[src/rtl/serial_adder_4_bit_if.sv]
// ---------------------------------------------------------------------------
// serial_adder_4_bit_if
//
// Purpose: bundles the request/response signals of the bit-serial adder so
//          that a requester and the adder can be connected by one port.
//
// Parameters:
//   WIDTH  operand and result width in bits (2..16)
//
// Signals:
//   Start  requester -> adder  request a new addition (sampled only when idle)
//   A, B   requester -> adder  addends, sampled on the accepting edge
//   Cin    requester -> adder  carry-in, sampled on the accepting edge
//   Busy   adder -> requester  high while an operation is in progress
//   Done   adder -> requester  single-cycle completion pulse
//   S      adder -> requester  registered sum, held until the next completion
//   Cout   adder -> requester  registered carry-out, held with S
//   Ovf    adder -> requester  signed overflow, held with S
//                              (exists only when SERIAL_ADDER_OVF_EN is defined)
//
// Modports:
//   master  the side that issues additions
//   slave   the adder itself
// ---------------------------------------------------------------------------
interface serial_adder_4_bit_if #(
    parameter int WIDTH = 4
);
    logic             Start;
    logic [WIDTH-1:0] A;
    logic [WIDTH-1:0] B;
    logic             Cin;
    logic             Busy;
    logic             Done;
    logic [WIDTH-1:0] S;
    logic             Cout;
`ifdef SERIAL_ADDER_OVF_EN
    logic             Ovf;
`endif

    modport master (
        output Start,
        output A,
        output B,
        output Cin,
        input  Busy,
        input  Done,
        input  S,
        input  Cout
`ifdef SERIAL_ADDER_OVF_EN
        ,
        input  Ovf
`endif
    );

    modport slave (
        input  Start,
        input  A,
        input  B,
        input  Cin,
        output Busy,
        output Done,
        output S,
        output Cout
`ifdef SERIAL_ADDER_OVF_EN
        ,
        output Ovf
`endif
    );
endinterface

[src/rtl/serial_adder_4_bit.sv]
// ---------------------------------------------------------------------------
// serial_adder_4_bit
//
// Purpose: bit-serial ripple adder computing S = A + B + Cin, one bit per
//          clock, LSB first, behind a Start/Busy/Done handshake. Operands are
//          captured on the accepting edge; S/Cout (and Ovf) change only on the
//          completion edge and are held until the next operation completes.
//          One operation takes WIDTH+2 cycles from acceptance to the next
//          possible acceptance.
//
// Parameters:
//   WIDTH  operand and result width in bits (2..16)
//
// Optional feature (macro SERIAL_ADDER_OVF_EN):
//   When defined, the interface carries Ovf, the two's-complement overflow
//   of A+B+Cin (carry into MSB xor carry out of MSB), registered with S.
//   When undefined, the Ovf signal and its logic are absent.
//
// Ports:
//   Clk    input   rising-edge clock
//   Rst_n  input   asynchronous active-low reset (deassertion is expected to
//                  be synchronous to Clk)
//   bus    slave modport of serial_adder_4_bit_if (Start, A, B, Cin in;
//                  Busy, Done, S, Cout [, Ovf] out)
// ---------------------------------------------------------------------------
module serial_adder_4_bit #(
    parameter int WIDTH = 4
) (
    input  logic                  Clk,
    input  logic                  Rst_n,
    serial_adder_4_bit_if.slave   bus
);

    // Counter only has to reach WIDTH-1 (the edge processing the MSB).
    localparam int              CNT_W = (WIDTH > 2) ? $clog2(WIDTH) : 1;
    localparam logic [CNT_W-1:0] LAST_CNT = CNT_W'(WIDTH - 1);

    typedef enum logic [1:0] {
        IDLE  = 2'd0,
        SHIFT = 2'd1,
        DONE  = 2'd2
    } state_t;

    state_t           state_reg;
    state_t           state_next;

    // Datapath registers
    logic [WIDTH-1:0] a_sr_reg;
    logic [WIDTH-1:0] b_sr_reg;
    logic [WIDTH-1:0] s_sr_reg;
    logic             c_reg;
    logic [CNT_W-1:0] cnt_reg;

    // Held result registers
    logic [WIDTH-1:0] s_reg;
    logic             cout_reg;
`ifdef SERIAL_ADDER_OVF_EN
    logic             ovf_reg;
`endif

    // Combinational helpers
    logic             accept;
    logic             last_bit;
    logic             sum_bit;
    logic             carry_next;
    logic [WIDTH-1:0] s_shifted;
    logic             busy;
    logic             done;

    assign accept     = (state_reg == IDLE) && bus.Start;
    assign last_bit   = (state_reg == SHIFT) && (cnt_reg == LAST_CNT);

    // One full-adder cell, reused every SHIFT cycle on the current LSBs.
    assign sum_bit    = a_sr_reg[0] ^ b_sr_reg[0] ^ c_reg;
    assign carry_next = (a_sr_reg[0] & b_sr_reg[0]) |
                        (a_sr_reg[0] & c_reg)       |
                        (b_sr_reg[0] & c_reg);

    // Sum bits enter at the MSB so that after WIDTH shifts the first
    // (least significant) bit has arrived at bit 0.
    assign s_shifted  = {sum_bit, s_sr_reg[WIDTH-1:1]};

    // -----------------------------------------------------------------------
    // FSM: state register
    // -----------------------------------------------------------------------
    always_ff @(posedge Clk or negedge Rst_n) begin
        if (!Rst_n) begin
            state_reg <= IDLE;
        end else begin
            state_reg <= state_next;
        end
    end

    // -----------------------------------------------------------------------
    // FSM: next-state logic. Start is only looked at in IDLE, so a request
    // raised during SHIFT or DONE is dropped rather than queued.
    // -----------------------------------------------------------------------
    always_comb begin
        state_next = state_reg;
        case (state_reg)
            IDLE: begin
                if (bus.Start) begin
                    state_next = SHIFT;
                end
            end
            SHIFT: begin
                if (cnt_reg == LAST_CNT) begin
                    state_next = DONE;
                end
            end
            DONE: begin
                state_next = IDLE;
            end
            default: begin
                state_next = IDLE;
            end
        endcase
    end

    // -----------------------------------------------------------------------
    // FSM: outputs, decoded from the registered state so they are glitch-free
    // -----------------------------------------------------------------------
    always_comb begin
        busy = 1'b0;
        done = 1'b0;
        case (state_reg)
            IDLE: begin
                busy = 1'b0;
                done = 1'b0;
            end
            SHIFT: begin
                busy = 1'b1;
                done = 1'b0;
            end
            DONE: begin
                busy = 1'b1;
                done = 1'b1;
            end
            default: begin
                busy = 1'b0;
                done = 1'b0;
            end
        endcase
    end

    // -----------------------------------------------------------------------
    // Shift datapath: operand capture on accept, one bit per SHIFT cycle
    // -----------------------------------------------------------------------
    always_ff @(posedge Clk or negedge Rst_n) begin
        if (!Rst_n) begin
            a_sr_reg <= '0;
            b_sr_reg <= '0;
            s_sr_reg <= '0;
            c_reg    <= 1'b0;
            cnt_reg  <= '0;
        end else if (accept) begin
            a_sr_reg <= bus.A;
            b_sr_reg <= bus.B;
            s_sr_reg <= '0;
            c_reg    <= bus.Cin;
            cnt_reg  <= '0;
        end else if (state_reg == SHIFT) begin
            a_sr_reg <= a_sr_reg >> 1;
            b_sr_reg <= b_sr_reg >> 1;
            s_sr_reg <= s_shifted;
            c_reg    <= carry_next;
            cnt_reg  <= cnt_reg + 1'b1;
        end
    end

    // -----------------------------------------------------------------------
    // Result registers: loaded only on the edge that processes the MSB, using
    // the freshly computed bit rather than s_sr_reg, which lags by one bit.
    // -----------------------------------------------------------------------
    always_ff @(posedge Clk or negedge Rst_n) begin
        if (!Rst_n) begin
            s_reg    <= '0;
            cout_reg <= 1'b0;
        end else if (last_bit) begin
            s_reg    <= s_shifted;
            cout_reg <= carry_next;
        end
    end

`ifdef SERIAL_ADDER_OVF_EN
    // On the MSB edge c_reg is the carry into the MSB and carry_next is the
    // carry out of it; they differ exactly when the signed result overflows.
    always_ff @(posedge Clk or negedge Rst_n) begin
        if (!Rst_n) begin
            ovf_reg <= 1'b0;
        end else if (last_bit) begin
            ovf_reg <= c_reg ^ carry_next;
        end
    end

    assign bus.Ovf  = ovf_reg;
`endif

    assign bus.Busy = busy;
    assign bus.Done = done;
    assign bus.S    = s_reg;
    assign bus.Cout = cout_reg;

endmodule

[src/flat_wrapper.sv]
// flat-port wrapper written by rule: the top's interface ports become plain ports
module serial_adder_4_bit_flat 
#(
    parameter int WIDTH = 4
)
  (Clk, Rst_n, bus_Start, bus_A, bus_B, bus_Cin, bus_Busy, bus_Done, bus_S, bus_Cout);
  serial_adder_4_bit_if #(.WIDTH(WIDTH)) bus_i ();
  input  logic Clk;
  input  logic Rst_n;
  input wire logic [$bits(bus_i.Start)-1:0] bus_Start;
  input wire logic [$bits(bus_i.A)-1:0] bus_A;
  input wire logic [$bits(bus_i.B)-1:0] bus_B;
  input wire logic [$bits(bus_i.Cin)-1:0] bus_Cin;
  output wire logic [$bits(bus_i.Busy)-1:0] bus_Busy;
  output wire logic [$bits(bus_i.Done)-1:0] bus_Done;
  output wire logic [$bits(bus_i.S)-1:0] bus_S;
  output wire logic [$bits(bus_i.Cout)-1:0] bus_Cout;
  assign bus_i.Start = bus_Start;
  assign bus_i.A = bus_A;
  assign bus_i.B = bus_B;
  assign bus_i.Cin = bus_Cin;
  assign bus_Busy = bus_i.Busy;
  assign bus_Done = bus_i.Done;
  assign bus_S = bus_i.S;
  assign bus_Cout = bus_i.Cout;
  serial_adder_4_bit #(.WIDTH(WIDTH)) u_core (.Clk(Clk), .Rst_n(Rst_n), .bus(bus_i));
endmodule
[config.mk]
export PLATFORM = sky130hd
export DESIGN_NAME = serial_adder_4_bit_flat
export DESIGN_NICKNAME = d
export VERILOG_FILES = /design/src/rtl/serial_adder_4_bit_if.sv /design/src/rtl/serial_adder_4_bit.sv /design/src/flat_wrapper.sv
export SDC_FILE = /design/constraint.sdc
export NUM_CORES = 1
export LEC_CHECK = 0
export BUFFER_PORTS_ARGS = -buffer_cell sky130_fd_sc_hd__buf_2
export CORE_AREA = 2 2 49 51
export CTS_BUF_LIST = sky130_fd_sc_hd__clkbuf_4 sky130_fd_sc_hd__clkbuf_8 sky130_fd_sc_hd__clkbuf_16
export DETAILED_ROUTE_END_ITERATION = 6
export DIE_AREA = 0 0 51 53
export HOLD_SLACK_MARGIN = 0.05
export PLACE_DENSITY = 0.7
export SLEW_MARGIN = 20
export SYNTH_ARGS = -nofsm -noshare
export SYNTH_HDL_FRONTEND = slang
export SYNTH_SLANG_ARGS = --single-unit
[constraint.sdc]
create_clock -name Clk -period 1.55 [get_ports Clk]
set_input_delay 0 -clock Clk [delete_from_list [all_inputs] [get_ports Clk]]
set_output_delay 0 -clock Clk [all_outputs]
set_load 0.05 [all_outputs]
==> qor.yml <==
fillers: 194
vias: 675
synth_compound_area_share_pct: 6.42
cts_sinks: 21
multi_input_area_um2: 450
cap_violations: 0
drive_above_1_share_pct: 29.2
period_share_pct: 91.1
grt_pass1_wl_um: 2930
post_cts_buffers: 0
clk-insertion-delay-late_ns: 0.31
cp-start-kind: "register"
report.final.slew_viol_count: 0
yosys_warnings: 0
seq_area_um2: 526
synth_area_um2: 1030
placed_cell_area_um2: 1130
tns_ns: 0
yosys-mux-area-fraction_pct: 19.4
rsz0062_at_grt: "no"
die_area_um2: 2700
core_um2: 2150
fin_util_pct: 59.1
place_congestion: 0.707
fmax_mhz: 708
path_class: "register to register"
cts_root_buffer: "clkbuf_4"
power_w: 0.00270
clk_path_buf_depth: 2
die_w_um: 51
setup_viol: 0
fin_nets: 132
p_per_area_nw_per_um2: 2130
pre_cts_ws_ns: 0.147
grtUsageTotal_pct: 15.1
synth_top_family_by_area: "multiplexers"
cts_tree: "done"
synth-seq-area-share_pct: 50.8
die-height_um: 53
antenna_found_initial: 0
grt_pass1_vias: 709
vias_per_cell: 4.79
p_leak_nw: 0.650
io_buffer_count: 18
crit_arrival_ns: 1.62
setup_ws_ns: 0.137
relSlewSlack_pct: 70.2
min_path_type: "input port to asynchronous set/reset pin"
antenna_cells: 0
clk_pin_slew_worst_paths_ns: 0.12
yosys.area_share.adder_pct: 7.99
wl_per_cell_um: 11.8
path_max_fanout: 17
rows: 17
report.final.hold_viol_count: 0
grt_max_degree: 24
cts.repair.resized: 0
fin_crit_ns: 1.41
finalClockSkew_ns: 0.00891
netlist_instances: 83
drtIter0Drc: 3
yosys.area_share.simple_pct: 8.96
max-vdd-ir-drop_mv: 1.26
tightest_slew_ns: 0.446
status: "finished clean"
place_hpwl_um: 1110
synth-seq-cells: 21
start_util_pct: 48.1
critPathRequiredTime_ns: 1.75
cts_htree_levels: 1
io_pins: 19
end_kind: "register"
first_pass_iters: 2
synth-xor-area-share_pct: 0.847
synth_cell_types: 19
overflow: 0
drc_errors: 0
area_growth_pct: 22.9
post-route-cell-area_um2: 1270
synth_area_per_cell_um2: 12.5
cts-buffers-inserted: 3
drt-total-wl_um: 1660
ant_nets: 0
syn_nets: 101
[path summary, 6_finish.rpt]
check / from / to / slack [ns] / depth (start not counted)
max: u_core.state_reg[1] / u_core.bus.S[2] / 0.14 / 5
min: Rst_n / u_core.bus.S[1] / 0.15 / 2
max reg2reg: u_core.state_reg[1] / u_core.bus.S[2] / 0.14 / 5
min reg2reg: u_core.s_sr_reg[1] / u_core.bus.S[0] / 0.52 / 1
max in group asynchronous: Rst_n / u_core.a_sr_reg[3] / 1.09 / 2
min in group Clk: bus_B[2] / u_core.b_sr_reg[2] / 0.42 / 4
[cell usage in the layout, fill, tap and decap left out]
master	Yosys	final
xnor2_1	1	1
clkinv_2	0	1
and2_2	1	1
mux2i_1	11	11
buf_12	1	1
mux2_4	6	6
dfrtp_1	21	21
nor2_1	5	5
buf_2	0	18
clkbuf_4	0	3
fa_1	1	1
o21a_1	1	1
inv_1	3	3
dlygate4sd3_1	0	11
a21oi_2	1	1
nand2_4	1	1
nor2b_2	1	1
ha_1	5	5
nand2_1	9	9
o21ai_1	10	10
nand2b_1	2	2
[cells by family (layout without fill, tap and decap cells)]
kind of cell | Yosys count | in the layout
mux | 17 | 17
xor+xnor | 1 | 1
flops | 21 | 21
fa+ha+maj | 6 | 6
compound gates | 12 | 12
buf+inv | 7 | 37
simple gates | 19 | 19
[critical path, stage by stage, from the launching register on]
cell,delay [ns]
dfrtp_1,0.40
inv_1,0.12
ha_1,0.21
buf_12,0.18
nand2_4,0.10
mux2_4,0.30
[repair_timing]
item / 4_1_cts / 5_1_grt
endpoints found under the setup margin: 0 / 0
hold buffers: 11 / 0
endpoints found under the hold margin: 31 / 0
[final cells by class]
cell class / instances / share of cell area, %
sequential: 21 / 41.4
timing repair buffer: 30 / 17.3
clock inverter: 1 / 0.394
multi-input combinational: 55 / 35.5
tap: 28 / 2.76
clock buffer: 3 / 1.77
inverter: 3 / 0.887
[cells in the mapped netlist]
library cell	n	area (µm²)
a21oi_2	1	8.76
and2_2	1	7.51
buf_12	1	20.0
buf_4	2	15.0
buf_6	1	11.3
dfrtp_1	21	526
fa_1	1	20.0
ha_1	5	62.6
inv_1	3	11.3
mux2_4	6	90.1
mux2i_1	11	110
nand2_1	9	33.8
nand2_4	1	11.3
nand2b_1	2	12.5
nor2_1	5	18.8
nor2b_2	1	8.76
o21a_1	1	7.51
o21ai_1	10	50.1
xnor2_1	1	8.76
[per-stage QoR]
stage,hold slack [ns],instances
floorplan,-0.296,83
global placement,-0.0278,126
detailed placement,-0.0291,126
CTS,0.165,141
global route,0.201,141
finish,0.147,141
[report_power, final]
group | internal [W] | switching [W] | total, W
Clock | 0.0000966 | 0.000173 | 0.000269
Combinational | 0.000643 | 0.000844 | 0.00149
Sequential | 0.000797 | 0.000152 | 0.000948
[routing by layer]
| layer | vias to the layer above | track usage [%] | part of all wire [%] |
|---|---|---|---|
| met5 | - | 0 | 0 |
| met4 | 0 | 10.8 | 2.8 |
| met3 | 5 | 2.54 | 3.2 |
| met2 | 15 | 26.2 | 48 |
| met1 | 317 | 16.8 | 46 |
| li1 | 338 | - | - |
Note: power is estimated with default switching activity, not from simulation.
